`src/rtl/whack_pkg.sv`:
```
// Shared types and helpers for the whack-a-mole game controller and its display drivers.
package whack_pkg;

    typedef enum logic [2:0] {
        ST_IDLE,
        ST_GAP,
        ST_SHOW,
        ST_HIT,
        ST_MISS,
        ST_OVER
    } state_t;

    localparam int MS_PER_SEC = 1000;

    // Display-driver widths for the default game configuration.
    localparam int LIVES_W = 3;
    localparam int SCORE_W = $clog2(99 + 1);
    localparam int LEVEL_W = $clog2(7 + 1);
    localparam int SECS_W  = $clog2(60 + 1);

    // Target on-time shrinks by step_ms per level but never drops below min_on.
    function automatic int on_time_ms(input int level, input int max_on, input int step_ms,
                                      input int min_on);
        int t;
        t = max_on - step_ms * level;
        return (t < min_on) ? min_on : t;
    endfunction

    function automatic logic is_playing(input state_t s);
        return (s == ST_GAP) || (s == ST_SHOW) || (s == ST_HIT) || (s == ST_MISS);
    endfunction

endpackage

```
`src/rtl/whack_a_mole_fsm_countdown.sv`:
```
// Game-length timer: 1 ms tick prescaler to seconds, counting down to zero.
module game_countdown import whack_pkg::*; #(
    parameter int GAME_S = 60,
    parameter int SECS_W = $clog2(GAME_S + 1)
) (
    input  logic              clk,
    input  logic              rst_n,
    input  logic              tick_ms,
    input  logic              load,
    input  logic              enable,
    output logic [SECS_W-1:0] secs_left,
    output logic              expired
);

    localparam int MS_W = $clog2(MS_PER_SEC);

    logic [MS_W-1:0]   ms_q;
    logic [SECS_W-1:0] secs_q;

    always_ff @(posedge clk) begin
        if (!rst_n) begin
            ms_q   <= '0;
            secs_q <= SECS_W'(GAME_S);
        end else if (load) begin
            ms_q   <= '0;
            secs_q <= SECS_W'(GAME_S);
        end else if (enable && tick_ms) begin
            if (ms_q == MS_W'(MS_PER_SEC - 1)) begin
                ms_q <= '0;
                if (secs_q != '0) begin
                    secs_q <= secs_q - SECS_W'(1);
                end
            end else begin
                ms_q <= ms_q + MS_W'(1);
            end
        end
    end

    assign secs_left = secs_q;
    assign expired   = enable && (secs_q == '0);

endmodule

```
`src/rtl/whack_a_mole_fsm.sv`:
```
// Whack-a-mole game controller: target selection, per-level on-time, score, level and lives.
module whack_a_mole_fsm import whack_pkg::*; #(
    parameter int LED_NUM         = 18,
    parameter int GAME_S          = 60,
    parameter int MAX_TIME_LED_ON = 1000,
    parameter int STEP_MS         = 200,
    parameter int MIN_ON_MS       = 200,
    parameter int GAP_MS          = 500,
    parameter int HITS_PER_LEVEL  = 5,
    parameter int MAX_LEVEL       = 7,
    parameter int LIVES           = 3,
    parameter int SCORE_MAX       = 99
) (
    input  logic                               clk,
    input  logic                               rst_n,
    input  logic                               tick_ms,
    input  logic                               start,
    input  logic [$clog2(LED_NUM)-1:0]         random_value,
    input  logic [LED_NUM-1:0]                 switches,
    output logic [LED_NUM-1:0]                 led_on,
    output logic [$clog2(SCORE_MAX+1)-1:0]     score,
    output logic [$clog2(MAX_LEVEL+1)-1:0]     level,
    output logic [LIVES_W-1:0]                 lives_left,
    output logic [$clog2(GAME_S+1)-1:0]        secs_left,
    output logic                               playing,
    output logic                               game_over,
    output state_t                             state_dbg
);

    localparam int IDX_W   = $clog2(LED_NUM);
    localparam int SC_W    = $clog2(SCORE_MAX + 1);
    localparam int LV_W    = $clog2(MAX_LEVEL + 1);
    localparam int SE_W    = $clog2(GAME_S + 1);
    localparam int HIL_W   = $clog2(HITS_PER_LEVEL + 1);
    localparam int TMR_MAX = (MAX_TIME_LED_ON > GAP_MS) ?
                             ((MAX_TIME_LED_ON > MIN_ON_MS) ? MAX_TIME_LED_ON : MIN_ON_MS) :
                             ((GAP_MS > MIN_ON_MS) ? GAP_MS : MIN_ON_MS);
    localparam int TMR_W   = $clog2(TMR_MAX + 1);

    state_t             state_q, state_d;
    logic               start_q;
    logic [TMR_W-1:0]   tmr_q, tmr_d;
    logic [IDX_W-1:0]   idx_q, idx_d;
    logic [LED_NUM-1:0] snap_q, snap_d;
    logic [SC_W-1:0]    score_q, score_d;
    logic [LV_W-1:0]    level_q, level_d;
    logic [HIL_W-1:0]   hits_q, hits_d;
    logic [LIVES_W-1:0] lives_q, lives_d;
    logic [LED_NUM-1:0] led_q, led_d;
    logic               playing_q, playing_d;
    logic               over_q, over_d;

    logic               start_edge, in_play, gc_load, gc_expired;
    logic [LED_NUM-1:0] target, toggled;
    logic [TMR_W-1:0]   on_time;
    logic [IDX_W-1:0]   idx_raw, idx_pick;

    assign start_edge = start && !start_q;
    assign in_play    = is_playing(state_q);
    assign target     = LED_NUM'(1) << idx_q;
    assign toggled    = switches ^ snap_q;
    assign on_time    = TMR_W'(on_time_ms(int'(level_q), MAX_TIME_LED_ON, STEP_MS, MIN_ON_MS));

    // random_value spans less than 2*LED_NUM, so one conditional subtract folds it into range.
    assign idx_raw  = (random_value >= IDX_W'(LED_NUM)) ? random_value - IDX_W'(LED_NUM)
                                                        : random_value;
    assign idx_pick = (idx_raw != idx_q) ? idx_raw :
                      (idx_raw == IDX_W'(LED_NUM - 1)) ? '0 : idx_raw + IDX_W'(1);

    game_countdown #(
        .GAME_S (GAME_S),
        .SECS_W (SE_W)
    ) u_countdown (
        .clk       (clk),
        .rst_n     (rst_n),
        .tick_ms   (tick_ms),
        .load      (gc_load),
        .enable    (in_play),
        .secs_left (secs_left),
        .expired   (gc_expired)
    );

    always_comb begin
        state_d = state_q;
        idx_d   = idx_q;
        snap_d  = snap_q;
        score_d = score_q;
        level_d = level_q;
        hits_d  = hits_q;
        lives_d = lives_q;
        gc_load = 1'b0;
        tmr_d   = tmr_q;

        if (in_play && start_edge) begin
            state_d = ST_IDLE;
        end else if (gc_expired) begin
            state_d = ST_OVER;
        end else begin
            case (state_q)
                ST_IDLE: begin
                    if (start_edge) begin
                        state_d = ST_GAP;
                        score_d = '0;
                        level_d = '0;
                        hits_d  = '0;
                        lives_d = LIVES_W'(LIVES);
                        gc_load = 1'b1;
                    end
                end
                ST_GAP: begin
                    if (tick_ms && (tmr_q == TMR_W'(GAP_MS - 1))) begin
                        state_d = ST_SHOW;
                        idx_d   = idx_pick;
                        snap_d  = switches;
                    end
                end
                ST_SHOW: begin
                    // toggled == 0 (switch flipped back) is neither hit nor miss.
                    if (toggled == target) begin
                        state_d = ST_HIT;
                    end else if (|(toggled & ~target)) begin
                        state_d = ST_MISS;
                    end else if (tick_ms && (tmr_q == on_time - TMR_W'(1))) begin
                        state_d = ST_MISS;
                    end
                end
                ST_HIT: begin
                    state_d = ST_GAP;
                    if (score_q != SC_W'(SCORE_MAX)) begin
                        score_d = score_q + SC_W'(1);
                    end
                    if (hits_q == HIL_W'(HITS_PER_LEVEL - 1)) begin
                        hits_d = '0;
                        if (level_q != LV_W'(MAX_LEVEL)) begin
                            level_d = level_q + LV_W'(1);
                        end
                    end else begin
                        hits_d = hits_q + HIL_W'(1);
                    end
                end
                ST_MISS: begin
                    lives_d = lives_q - LIVES_W'(1);
                    state_d = (lives_q == LIVES_W'(1)) ? ST_OVER : ST_GAP;
                end
                ST_OVER: begin
                    if (start_edge) begin
                        state_d = ST_IDLE;
                    end
                end
                default: state_d = ST_IDLE;
            endcase
        end

        if (state_d != state_q) begin
            tmr_d = '0;
        end else if (tick_ms && ((state_q == ST_GAP) || (state_q == ST_SHOW))) begin
            tmr_d = tmr_q + TMR_W'(1);
        end

        led_d     = (state_d == ST_SHOW) ? (LED_NUM'(1) << idx_d) : '0;
        playing_d = is_playing(state_d);
        over_d    = (state_d == ST_OVER);
    end

    always_ff @(posedge clk) begin
        if (!rst_n) begin
            state_q   <= ST_IDLE;
            start_q   <= 1'b0;
            tmr_q     <= '0;
            idx_q     <= '0;
            snap_q    <= '0;
            score_q   <= '0;
            level_q   <= '0;
            hits_q    <= '0;
            lives_q   <= LIVES_W'(LIVES);
            led_q     <= '0;
            playing_q <= 1'b0;
            over_q    <= 1'b0;
        end else begin
            state_q   <= state_d;
            start_q   <= start;
            tmr_q     <= tmr_d;
            idx_q     <= idx_d;
            snap_q    <= snap_d;
            score_q   <= score_d;
            level_q   <= level_d;
            hits_q    <= hits_d;
            lives_q   <= lives_d;
            led_q     <= led_d;
            playing_q <= playing_d;
            over_q    <= over_d;
        end
    end

    assign led_on     = led_q;
    assign score      = score_q;
    assign level      = level_q;
    assign lives_left = lives_q;
    assign playing    = playing_q;
    assign game_over  = over_q;
    assign state_dbg  = state_q;

endmodule
```
`config.mk`:
```
export PLATFORM = sky130hd
export DESIGN_NAME = whack_a_mole_fsm
export DESIGN_NICKNAME = d
export VERILOG_FILES = /design/src/rtl/whack_pkg.sv /design/src/rtl/whack_a_mole_fsm_countdown.sv /design/src/rtl/whack_a_mole_fsm.sv
export SDC_FILE = /design/constraint.sdc
export NUM_CORES = 1
export LEC_CHECK = 0
export CORE_ASPECT_RATIO = 1.2
export CORE_UTILIZATION = 52
export CTS_CLUSTER_DIAMETER = 200
export DETAILED_ROUTE_END_ITERATION = 8
export PLACE_DENSITY = 0.73
export SETUP_SLACK_MARGIN = 0.02
export SLEW_MARGIN = 40
export SYNTH_ARGS = -nofsm -noshare
export SYNTH_HDL_FRONTEND = slang
export SYNTH_SLANG_ARGS = --single-unit
export TNS_END_PERCENT = 30
```
`constraint.sdc`:
```
create_clock -name clk -period 6.65 [get_ports clk]
set_clock_uncertainty 0.2 [all_clocks]
set_input_delay 1.33 -clock clk [delete_from_list [all_inputs] [get_ports clk]]
set_output_delay 1.33 -clock clk [all_outputs]
set_load 0.01 [all_outputs]
```
==> reports/results.ini, run 1 <==
[run_status]
outcome = complete, no violations

[global_route]
grt_pass1_vias = 5040
grt_usage_pct = 24.64
grt-ovfl-total = 0
grt_pass1_wl_microns = 23120
antenna_found_initial = 0
grt_max_degree = 31

[drt]
dr.pass1.iters = 5
ant_nets = 0
wl_per_cell_microns = 15.39
drcViolationCount = 0
drtIter0Drc = 210
dr_total_vias = 5268
viasPerCell = 5.879
drt-total-wl_microns = 13790

[worst_setup_path]
crit_arrival_ns = 4.78
crit_chain = inv_1 > ha_1 > inv_1 > ha_1 > ha_1 > or4b_2 > a211oi_1 > a41o_1 > a211oi_1 > o2bb2ai_1 > a211oi_2 > nor2_1 > nor3_1
critical-path-slowest-cell = dfxtp_1
path_common_cell = ha_1
required_ns = 6.65
critical_path_class = reg -> reg
cp-start-kind = register
cpLargestDelayFamily = simple AND/OR/NAND/NOR gates
worst_path_largest_cell_delay_ns = 0.66
cp_num_buf_inv = 2
crit_path_end_kind = register
worstPathMaxFanout = 16

[sta]
final-max-slew-violation-count = 0
holdWs_ns = 0.2646
finalCriticalPeriod_ns = 4.789
slew_headroom_pct = 49.83
rsz0062_at_grt = false
fmax_mhz = 208.8
setup_viol = 0
tns_ns = 0
finalHoldViolations = 0
worst_slack_ns = 1.861
fin_crit_sh_pct = 72.01
worstMarginPinSlew_ns = 0.7499

[die]
coreArea_sq_um = 10570
ios = 69
rows = 41
die_x_microns = 97.50
die-area_sq_um = 11370
die_y_microns = 116.6
start_util_pct = 53.85

[cells_and_area]
diodes = 0
nets = 829
drive_gt1_share_pct = 6.389
finalNonFillerCells = 896
seqCellArea_sq_um = 1783
stdcell_area_sq_um = 6758
synthToLayoutAreaGrowth_pct = 18.76
multi_input_area_sq_um = 3674
n_fill_cell = 924
post-route-util_pct = 63.95

[placement]
pre_cts_slack_ns = 1.801
io_buffers = 68
place_congestion = 0.9190
dpl-instance-area_sq_um = 6421
dp.cells = 880
dp_hpwl_microns = 10150

[cts]
postCtsHoldBufs = 0
root_buffer = clkbuf_16
clock_latency_ns = 0.34
cts_max_level = 3
cts_resized = 0
cts.sinks = 89
cts.clk_slew.worst_paths_ns = 0.07
cts_post_setup_buffers_inserted = 0
clockBufferDepth = 2
cts_tree = yes
cts-buffers-inserted = 9

[synthesis]
synthArstFlopShare_pct = 0
synth_cells = 711
synth_seq_cells = 89
yosysSeqAreaShare_pct = 31.31
syn_avg_cell_area_sq_um = 8.003
synth_ff_type = dfxtp_1
synth_edf_count = 0
mappedNetlistNets = 778
synth_area_sq_um = 5690
synth.distinct_cells = 77
ys.warnings.count = 0

[power]
swShare_pct = 24.45
powerDensity_nw_per_um2 = 180.1
p_comb_share_pct = 9.0
p_int_uw = 919.7
clkPwrFrac_pct = 46.5
pwr-share-seq_pct = 44.4
p_sw_uw = 297.7
ir_worst_vdd_v = 0.0001467
finalPower_mw = 1.217
cellLeakagePower_nw = 2.401

[worst_hold_path]
hold_class = reg -> reg

[run]
cap_viol_max_count = 0

[kinds of logic (layout without fill, tap and decap cells)]
family | Yosys count | after routing | share of synthesized area [%]
buffers and inverters | 60 | 116 | 4.244
AO/OA/AOI/OAI | 140 | 140 | 17.11
XOR/XNOR | 52 | 52 | 8.004
adder cells (fa/ha/maj) | 40 | 40 | 8.795
flip-flops | 89 | 89 | 31.31
AND/OR/NAND/NOR | 323 | 323 | 29.27
multiplexers | 7 | 7 | 1.275
[layout make-up]
| class | count | area share [%] |
|---|---|---|
| Inverter | 31 | 1.722 |
| Timing Repair Buffer | 69 | 10.18 |
| Clock buffer | 9 | 3.333 |
| Multi-Input combinational cell | 562 | 54.36 |
| Tap cell | 129 | 2.388 |
| Clock inverter | 7 | 1.629 |
| Sequential cell | 89 | 26.38 |
[worst min-delay path, stage by stage, from the launching register on]
cell	delay (ns)
dfxtp_1	0.32
nand2_1	0.05
a21oi_1	0.05
[path summary, 6_finish.rpt]
| kind | start | cells past startpoint | slack, ns | end |
|---|---|---|---|---|
| worst max-delay path | level[1]$_SDFFE_PN0P_ | 13 | 1.86 | led_on[11]$_SDFF_PP0_ |
| worst min-delay path | snap_q[15]$_SDFFE_PN0P_ | 2 | 0.26 | snap_q[15]$_SDFFE_PN0P_ |
| worst max register to register | level[1]$_SDFFE_PN0P_ | 13 | 1.86 | led_on[11]$_SDFF_PP0_ |
| worst min register to register | snap_q[15]$_SDFFE_PN0P_ | 2 | 0.26 | snap_q[15]$_SDFFE_PN0P_ |
[power groups by stage]
stage               clock (mW)  combinational, mW  sequential (mW)
finish                   0.567              0.110            0.541
global route             0.595              0.122            0.541
CTS                      0.574              0.110            0.540
detailed placement           0              0.109            0.553
global placement             0              0.107            0.553
floorplan                    0             0.0679            0.551
[layout by cell type, fill, tap and decap left out, drive strengths merged, types with 8 or more instances in the layout]
cell,count
and3,14
xnor2,20
nor3,35
a21oi,52
clkbuf,9
ha,40
nand2b,9
nand4,22
o21ai,28
nor4,8
nor3b,11
inv,34
nor2b,12
nor2,55
xor2,32
clkdlybuf4s50,68
nand2,92
dfxtp,89
nand3,23
and2,8
[sequential cells by signal, indices dropped and copies added, names as in the netlist, 5 cells and up]
signal                 flops
snap_q                    18
u_countdown.ms_q          10
u_countdown.secs_left      6
score                      7
idx_q                      5
led_on                    18
tmr_q                     10
[synth_stat cells, types with 9 or more instances]
cell      number  share of area (%)
xnor2_1       20                3.1
nor3b_1       11                1.5
nand4_1       21                2.3
dfxtp_1       89                 31
ha_1          40                8.8
inv_1         31                2.0
a21oi_1       51                4.5
xor2_1        32                4.9
nand2_1       92                6.1
nand2b_1       9               0.99
nor2b_1       12                1.3
nor2_1        54                3.6
nand3_1       23                2.0
nor3_1        35                3.1
clkbuf_1      19                1.3
o21ai_0       28                2.5
and3_1        14                1.5
[per-layer routing]
| layer | wire length, microns | track usage (%) | vias to the layer above |
|---|---|---|---|
| met5 | 0 | 0 | - |
| met4 | 214 | 8.137 | 0 |
| met3 | 475 | 3.890 | 16 |
| met2 | 6878 | 43.87 | 107 |
| met1 | 6218 | 30.55 | 2498 |
| li1 | - | - | 2647 |
(Power assumes the default switching activity.)
==> inputs of run 2 (changes only) <==
--- a/config.mk
+++ b/config.mk
@@ -6,10 +6,10 @@
 export NUM_CORES = 1
 export LEC_CHECK = 0
 export CORE_ASPECT_RATIO = 1.2
-export CORE_UTILIZATION = 52
+export CORE_UTILIZATION = 51
 export CTS_CLUSTER_DIAMETER = 200
 export DETAILED_ROUTE_END_ITERATION = 8
-export PLACE_DENSITY = 0.73
+export PLACE_DENSITY = 0.75
 export SETUP_SLACK_MARGIN = 0.02
 export SLEW_MARGIN = 40
 export SYNTH_ARGS = -nofsm -noshare
==> constraint.sdc (replaced) <==
create_clock -name clk -period 4.3 [get_ports clk]
set_clock_uncertainty 0.2 [all_clocks]
set_input_delay 0.86 -clock clk [delete_from_list [all_inputs] [get_ports clk]]
set_output_delay 0.86 -clock clk [all_outputs]
set_load 0.01 [all_outputs]
==> reports/results.ini, run 2 (same netlist as run 1, synthesis figures left out) <==
[worst_setup_path]
cp-start-kind = primary input
crit_path_end_kind = register
crit_arrival_ns = 3.92  ; -0.86 ns
required_ns = 4.32  ; -2.33 ns
worstPathMaxFanout = 8  ; -8
r2r-start = level[1]$_SDFFE_PN0P_
worstRegToRegCells = 12  ; -1
worstReg2RegEnd = tmr_q[0]$_SDFFE_PP0P_
critical_path_class = in -> reg
rrSetupSlack_ns = 0.48  ; -1.38 ns

[worst_hold_path]
hold_class = reg -> reg
hold_depth = 2  ; unchanged
holdCritStartpoint = snap_q[3]$_SDFFE_PN0P_
hold_end = snap_q[3]$_SDFFE_PN0P_

[cts]
postCtsHoldBufs = 0  ; unchanged
cts_resized = 0  ; unchanged
cts_post_setup_buffers_inserted = 0  ; unchanged
cts-buffers-inserted = 9  ; unchanged
cts_tree = yes
clock_latency_ns = 0.35  ; about the same
clockBufferDepth = 2  ; unchanged
cts_max_level = 3  ; unchanged
cts.sinks = 89  ; unchanged
cts.clk_slew.worst_paths_ns = 0.07  ; about the same
root_buffer = clkbuf_16

[cells_and_area]
stdcell_area_sq_um = 6790  ; +0.48%
n_fill_cell = 955  ; +3.4%
post-route-util_pct = 63.64  ; -0.31 points
mostFrequentLayoutCell = nand2_1
nets = 839  ; +1.2%
drive_gt1_share_pct = 7.336  ; +0.95 points
mostFrequentLayoutCells = 92 x nand2_1, 89 x dfxtp_1, 68 x clkdlybuf4s50_1, 53 x nor2_1, 51 x a21oi_1
synthToLayoutAreaGrowth_pct = 19.33
diodes = 0  ; unchanged

[drt]
dr_total_vias = 5368  ; +1.9%
drcViolationCount = 0  ; unchanged
ant_nets = 0  ; unchanged
wl_per_cell_microns = 15.62  ; +1.5%
drt-total-wl_microns = 14160  ; +2.7%
viasPerCell = 5.925  ; +0.77%
drtIter0Drc = 242  ; +15%
dr.pass1.iters = 7  ; +2

[sta]
final-max-slew-violation-count = 0  ; unchanged
slew_headroom_pct = 47.02  ; -2.8 points
setup_viol = 0  ; unchanged
fin_crit_sh_pct = 90.71
worst_slack_ns = 0.3995  ; -1.462 ns
finalCriticalPeriod_ns = 3.900
rsz0062_at_grt = false
finalHoldViolations = 0  ; unchanged
fmax_mhz = 256.4
tns_ns = 0  ; unchanged
worstMarginPinSlew_ns = 0.7937  ; +0.04381 ns

[die]
die_x_microns = 98.43  ; +0.95%
die_y_microns = 117.7  ; +0.96%
ios = 69  ; unchanged
rows = 41  ; unchanged
die-area_sq_um = 11590  ; +1.9%
start_util_pct = 53.33  ; -0.52 points
coreArea_sq_um = 10670  ; +0.97%

[global_route]
antenna_found_initial = 0  ; unchanged
grt_usage_pct = 25.10  ; +0.47 points
grt_pass1_wl_microns = 24020  ; +3.9%
grt_pass1_vias = 5249  ; +4.1%
grt_max_degree = 28  ; -9.7%
grt-ovfl-total = 0  ; unchanged

[placement]
dpl-instance-area_sq_um = 6490  ; +1.1%
place_congestion = 0.9435  ; +2.7%
dp_hpwl_microns = 10630  ; +4.7%
io_buffers = 68  ; unchanged
pre_cts_slack_ns = 0.1206  ; -1.680 ns

[power]
p_comb_share_pct = 9.6  ; +0.6 points
pwr-share-seq_pct = 46.7  ; +2.3 points
swShare_pct = 26.65  ; +2.2 points
p_int_mw = 1.312  ; +43%
powerDensity_nw_per_um2 = 263.5  ; +46%
cellLeakagePower_nw = 2.438  ; +1.5%
clkPwrFrac_pct = 43.7  ; -2.8 points
finalPower_mw = 1.789  ; +47%
ir_worst_vdd_v = 0.0001861  ; +27%
p_sw_uw = 476.8  ; +60%

[run_status]
outcome = complete, no violations

[run]
cap_viol_max_count = 0  ; unchanged

run 2: changes by cell type in the layout (fill, tap and decap cells not counted), sizes merged:
cell / before / now
buf: 1 / 11
clkinv: 1 / 3
bufinv: 2 / 0
run 2: layout make-up:
| class | count | area [sq um] | share of cell area (%) |
|---|---|---|---|
| sequential | 89 | 1782 | 26.24 |
| clock inverter | 7 | 72.57 | 1.069 |
| timing repair buffer | 79 | 763.2 | 11.24 |
| inverter | 31 | 116.4 | 1.714 |
| tap | 129 | 161.4 | 2.377 |
| multi-input combinational | 562 | 3670 | 54.04 |
| clock buffer | 9 | 225.2 | 3.317 |
run 2: power groups by stage:
stage	Combinational (mW)	Sequential, mW	Clock, mW
after floorplan	0.105	0.852	0
after global placement	0.165	0.855	0
after detailed placement	0.170	0.855	0
after CTS	0.172	0.835	0.795
after global routing	0.190	0.836	0.831
final	0.172	0.836	0.781
run 2: worst max path at each step:
stage                                from                     to  slack (ns)  cells past startpoint
global placement          random_value[1]  led_on[17]$_SDFF_PN0_        0.34                     11
floorplan           level[1]$_SDFFE_PN0P_  tmr_q[0]$_SDFFE_PP0P_        0.17                     15
global route              random_value[1]   led_on[9]$_SDFF_PP0_        0.21                     11
CTS                 level[1]$_SDFFE_PN0P_   led_on[9]$_SDFF_PP0_        0.32                     13
detailed placement        random_value[1]   led_on[7]$_SDFF_PP0_        0.12                     13
finish                    random_value[1]   led_on[3]$_SDFF_PP0_        0.40                     13
run 2: stage by stage:
step           hold WS, ns  instances
4_1_cts             0.2666        906
6_report            0.2634        906
5_1_grt             0.2799        906
3_5_place_dp        0.2564        890
2_1_floorplan       0.2436        711
3_3_place_gp        0.2498        890
run 2: worst max-delay path: stages:
cell and delay [ns]:
clkdlybuf4s50_1 0.52, inv_1 0.10, ha_1 0.24, nor2b_1 0.27
a21oi_1 0.16, nor2_1 0.24, ha_1 0.18, and2_1 0.14
nand4_1 0.13, o311ai_0 0.49, o211ai_2 0.28, nand4_1 0.24
nor3_1 0.07
run 2: per-layer routing:
metal / global-route usage (%) / wire length [microns] / share of wire (%) / up-vias
li1: - / - / - / 2665
met1: 29.55 / 6024 / 43 / 2519
met2: 45.42 / 7148 / 50 / 156
met3: 4.751 / 671 / 4.7 / 28
met4: 8.022 / 312 / 2.2 / 0
met5: 0 / 0 / 0 / -
==> inputs of run 3 (changes only) <==
--- a/config.mk
+++ b/config.mk
@@ -6,6 +6,7 @@
 export NUM_CORES = 1
 export LEC_CHECK = 0
 export CORE_ASPECT_RATIO = 1.2
+export CORE_MARGIN = 5
 export CORE_UTILIZATION = 51
 export CTS_CLUSTER_DIAMETER = 200
 export DETAILED_ROUTE_END_ITERATION = 8
==> reports/results.ini, run 3 (same netlist as run 1, synthesis figures left out) <==
[cts]
cts-buffers-inserted = 9  ; unchanged
cts.sinks = 89  ; unchanged
postCtsHoldBufs = 0  ; unchanged
root_buffer = clkbuf_16
cts.clk_slew.worst_paths_ns = 0.07  ; about the same
clock_latency_ns = 0.35  ; about the same
clockBufferDepth = 2  ; unchanged
cts_max_level = 3  ; unchanged
cts_tree = yes

[worst_hold_path]
hold_end = snap_q[13]$_SDFFE_PN0P_
hold_depth = 2  ; unchanged
holdCritStartpoint = snap_q[13]$_SDFFE_PN0P_
hold_class = reg -> reg

[global_route]
grt-ovfl-total = 0  ; unchanged
antenna_found_initial = 0  ; unchanged
grt_usage_pct = 21.38  ; -3.7 points
grt_pass1_wl_microns = 23870  ; -0.63%
grt_pass1_vias = 5293  ; +0.84%
grt_max_degree = 28  ; unchanged

[worst_setup_path]
cp_num_buf_inv = 3  ; +1
cpLargestDelayFamily = compound AO/OA/AOI/OAI gates
worstRegToRegCells = 12  ; unchanged
worstPathMaxFanout = 10  ; +2
path_common_cell = inv_1
required_ns = 4.31  ; about the same
worstReg2RegEnd = tmr_q[9]$_SDFFE_PP0P_
crit_chain = inv_1 > ha_1 > inv_1 > ha_1 > inv_1 > or4_1 > a2111oi_0 > a211oi_1 > o2bb2ai_1 > nand4b_1 > a32oi_2 > nor3_1
worst_path_largest_cell_delay_ns = 0.56  ; +0.04 ns
critical-path-slowest-cell = a2111oi_0
rrSetupSlack_ns = 0.26  ; -0.22 ns
crit_arrival_ns = 4.05  ; +0.13 ns
cp-start-kind = register
r2r-start = level[1]$_SDFFE_PN0P_
critical_path_class = reg -> reg
crit_path_end_kind = register

[power]
cellLeakagePower_nw = 2.458  ; +0.85%
pwr-share-seq_pct = 44.5  ; -2.2 points
powerDensity_nw_per_um2 = 275.2  ; +4.4%
p_comb_share_pct = 9.2  ; -0.4 points
p_sw_uw = 456.9  ; -4.2%
ir_worst_vdd_v = 0.0002258  ; +21%
p_int_mw = 1.423  ; +8.4%
clkPwrFrac_pct = 46.3  ; +2.6 points
swShare_pct = 24.31  ; -2.3 points

[placement]
place_congestion = 0.8684  ; -8.0%
io_buffers = 68  ; unchanged
pre_cts_slack_ns = 0.07868  ; -0.04193 ns
dp_hpwl_microns = 10760  ; +1.2%
dpl-instance-area_sq_um = 6501  ; +0.17%

[sta]
fmax_mhz = 247.5  ; -3.5%
worstMarginPinSlew_ns = 0.7541  ; -0.03954 ns
holdWs_ns = 0.2628  ; -0.0005930 ns
slew_headroom_pct = 49.66  ; +2.6 points
fin_crit_sh_pct = 93.96  ; +3.3 points
rsz0062_at_grt = false
tns_ns = 0  ; unchanged
worst_slack_ns = 0.2596  ; -0.1399 ns
final-max-slew-violation-count = 0  ; unchanged
setup_viol = 0  ; unchanged
finalHoldViolations = 0  ; unchanged
finalCriticalPeriod_ns = 4.040  ; +0.1399 ns

[die]
die_x_microns = 106.4  ; +8.1%
rows = 42  ; +2.4%
die-area_sq_um = 13380  ; +15%
coreArea_sq_um = 10980  ; +2.9%
die_y_microns = 125.7  ; +6.8%
ios = 69  ; unchanged
start_util_pct = 51.81  ; -1.5 points

[run_status]
outcome = complete, no violations

[cells_and_area]
diodes = 0  ; unchanged
seqCellArea_sq_um = 1783  ; about the same
drive_gt1_share_pct = 7.455  ; +0.12 points
stdcell_area_sq_um = 6832  ; +0.61%
multi_input_area_sq_um = 3670  ; unchanged
post-route-util_pct = 62.20  ; -1.4 points
synthToLayoutAreaGrowth_pct = 20.05
mostFrequentLayoutCells = 92 x nand2_1, 88 x dfxtp_1, 68 x clkdlybuf4s50_1, 53 x nor2_1, 51 x a21oi_1
nets = 840  ; +0.12%
mostFrequentLayoutCell = nand2_1
n_fill_cell = 977  ; +2.3%

[run]
cap_viol_max_count = 0  ; unchanged

[drt]
wl_per_cell_microns = 15.90  ; +1.8%
drtIter0Drc = 354  ; +46%
drcViolationCount = 0  ; unchanged
dr.pass1.iters = 5  ; -2
dr_total_vias = 5386  ; +0.34%
ant_nets = 0  ; unchanged
drt-total-wl_microns = 14470  ; +2.2%
viasPerCell = 5.919  ; -0.11%

## run 3: metal layers
metal	vias up	global-route usage (%)	wire length, microns
li1	2673	-	-
met4	0	9.857	439
met1	2528	23.90	5964
met5	-	0	0
met3	48	3.327	663
met2	137	39.43	7403
## run 3: per-stage QoR
stage	power (mW)	std cells
after floorplan	0.9572	711
after global placement	1.021	894
after detailed placement	1.026	894
after CTS	1.887	910
after global routing	1.944	910
final	1.880	910
## run 3: worst reg2reg max path: cells and delay by family (launching register included)
| family | cells | cell delay, ns |
|---|---|---|
| compound gates | 4 | 1.54 |
| buf+inv | 3 | 0.30 |
| fa+ha+maj | 2 | 0.71 |
| simple gates | 3 | 0.78 |
| flops | 1 | 0.36 |
## run 3: layout make-up
type	instances	share of cell area [%]
Clock inverter	6	1.429
Multi-Input combinational cell	562	53.72
Sequential cell	89	26.10
Timing Repair Buffer	80	11.28
Inverter	31	1.703
Tap cell	132	2.418
Clock buffer	10	3.352
## run 3: how the worst max path moves through the flow
stage	end	depth (start not counted)	from	slack, ns
after floorplan	tmr_q[0]$_SDFFE_PP0P_	15	level[1]$_SDFFE_PN0P_	0.17
after global placement	led_on[16]$_SDFF_PN0_	11	random_value[1]	0.25
after detailed placement	led_on[11]$_SDFF_PP0_	11	random_value[1]	0.08
after CTS	led_on[11]$_SDFF_PP0_	13	level[1]$_SDFFE_PN0P_	0.19
after global routing	led_on[11]$_SDFF_PP0_	11	random_value[1]	0.07
final	tmr_q[9]$_SDFFE_PP0P_	12	level[1]$_SDFFE_PN0P_	0.26
## run 3: what timing repair did
item,CTS,global route
endpoints found under the setup margin,0,10
buffers inserted,0,0
gates resized for setup,0,1
## run 3: power by group through the flow
stage          Sequential [mW]  Combinational (mW)  Clock [mW]
5_1_grt                  0.837               0.190       0.918
2_1_floorplan            0.852               0.105           0
6_report                 0.836               0.173       0.871
3_3_place_gp             0.855               0.166           0
3_5_place_dp             0.855               0.171           0
4_1_cts                  0.836               0.172       0.879
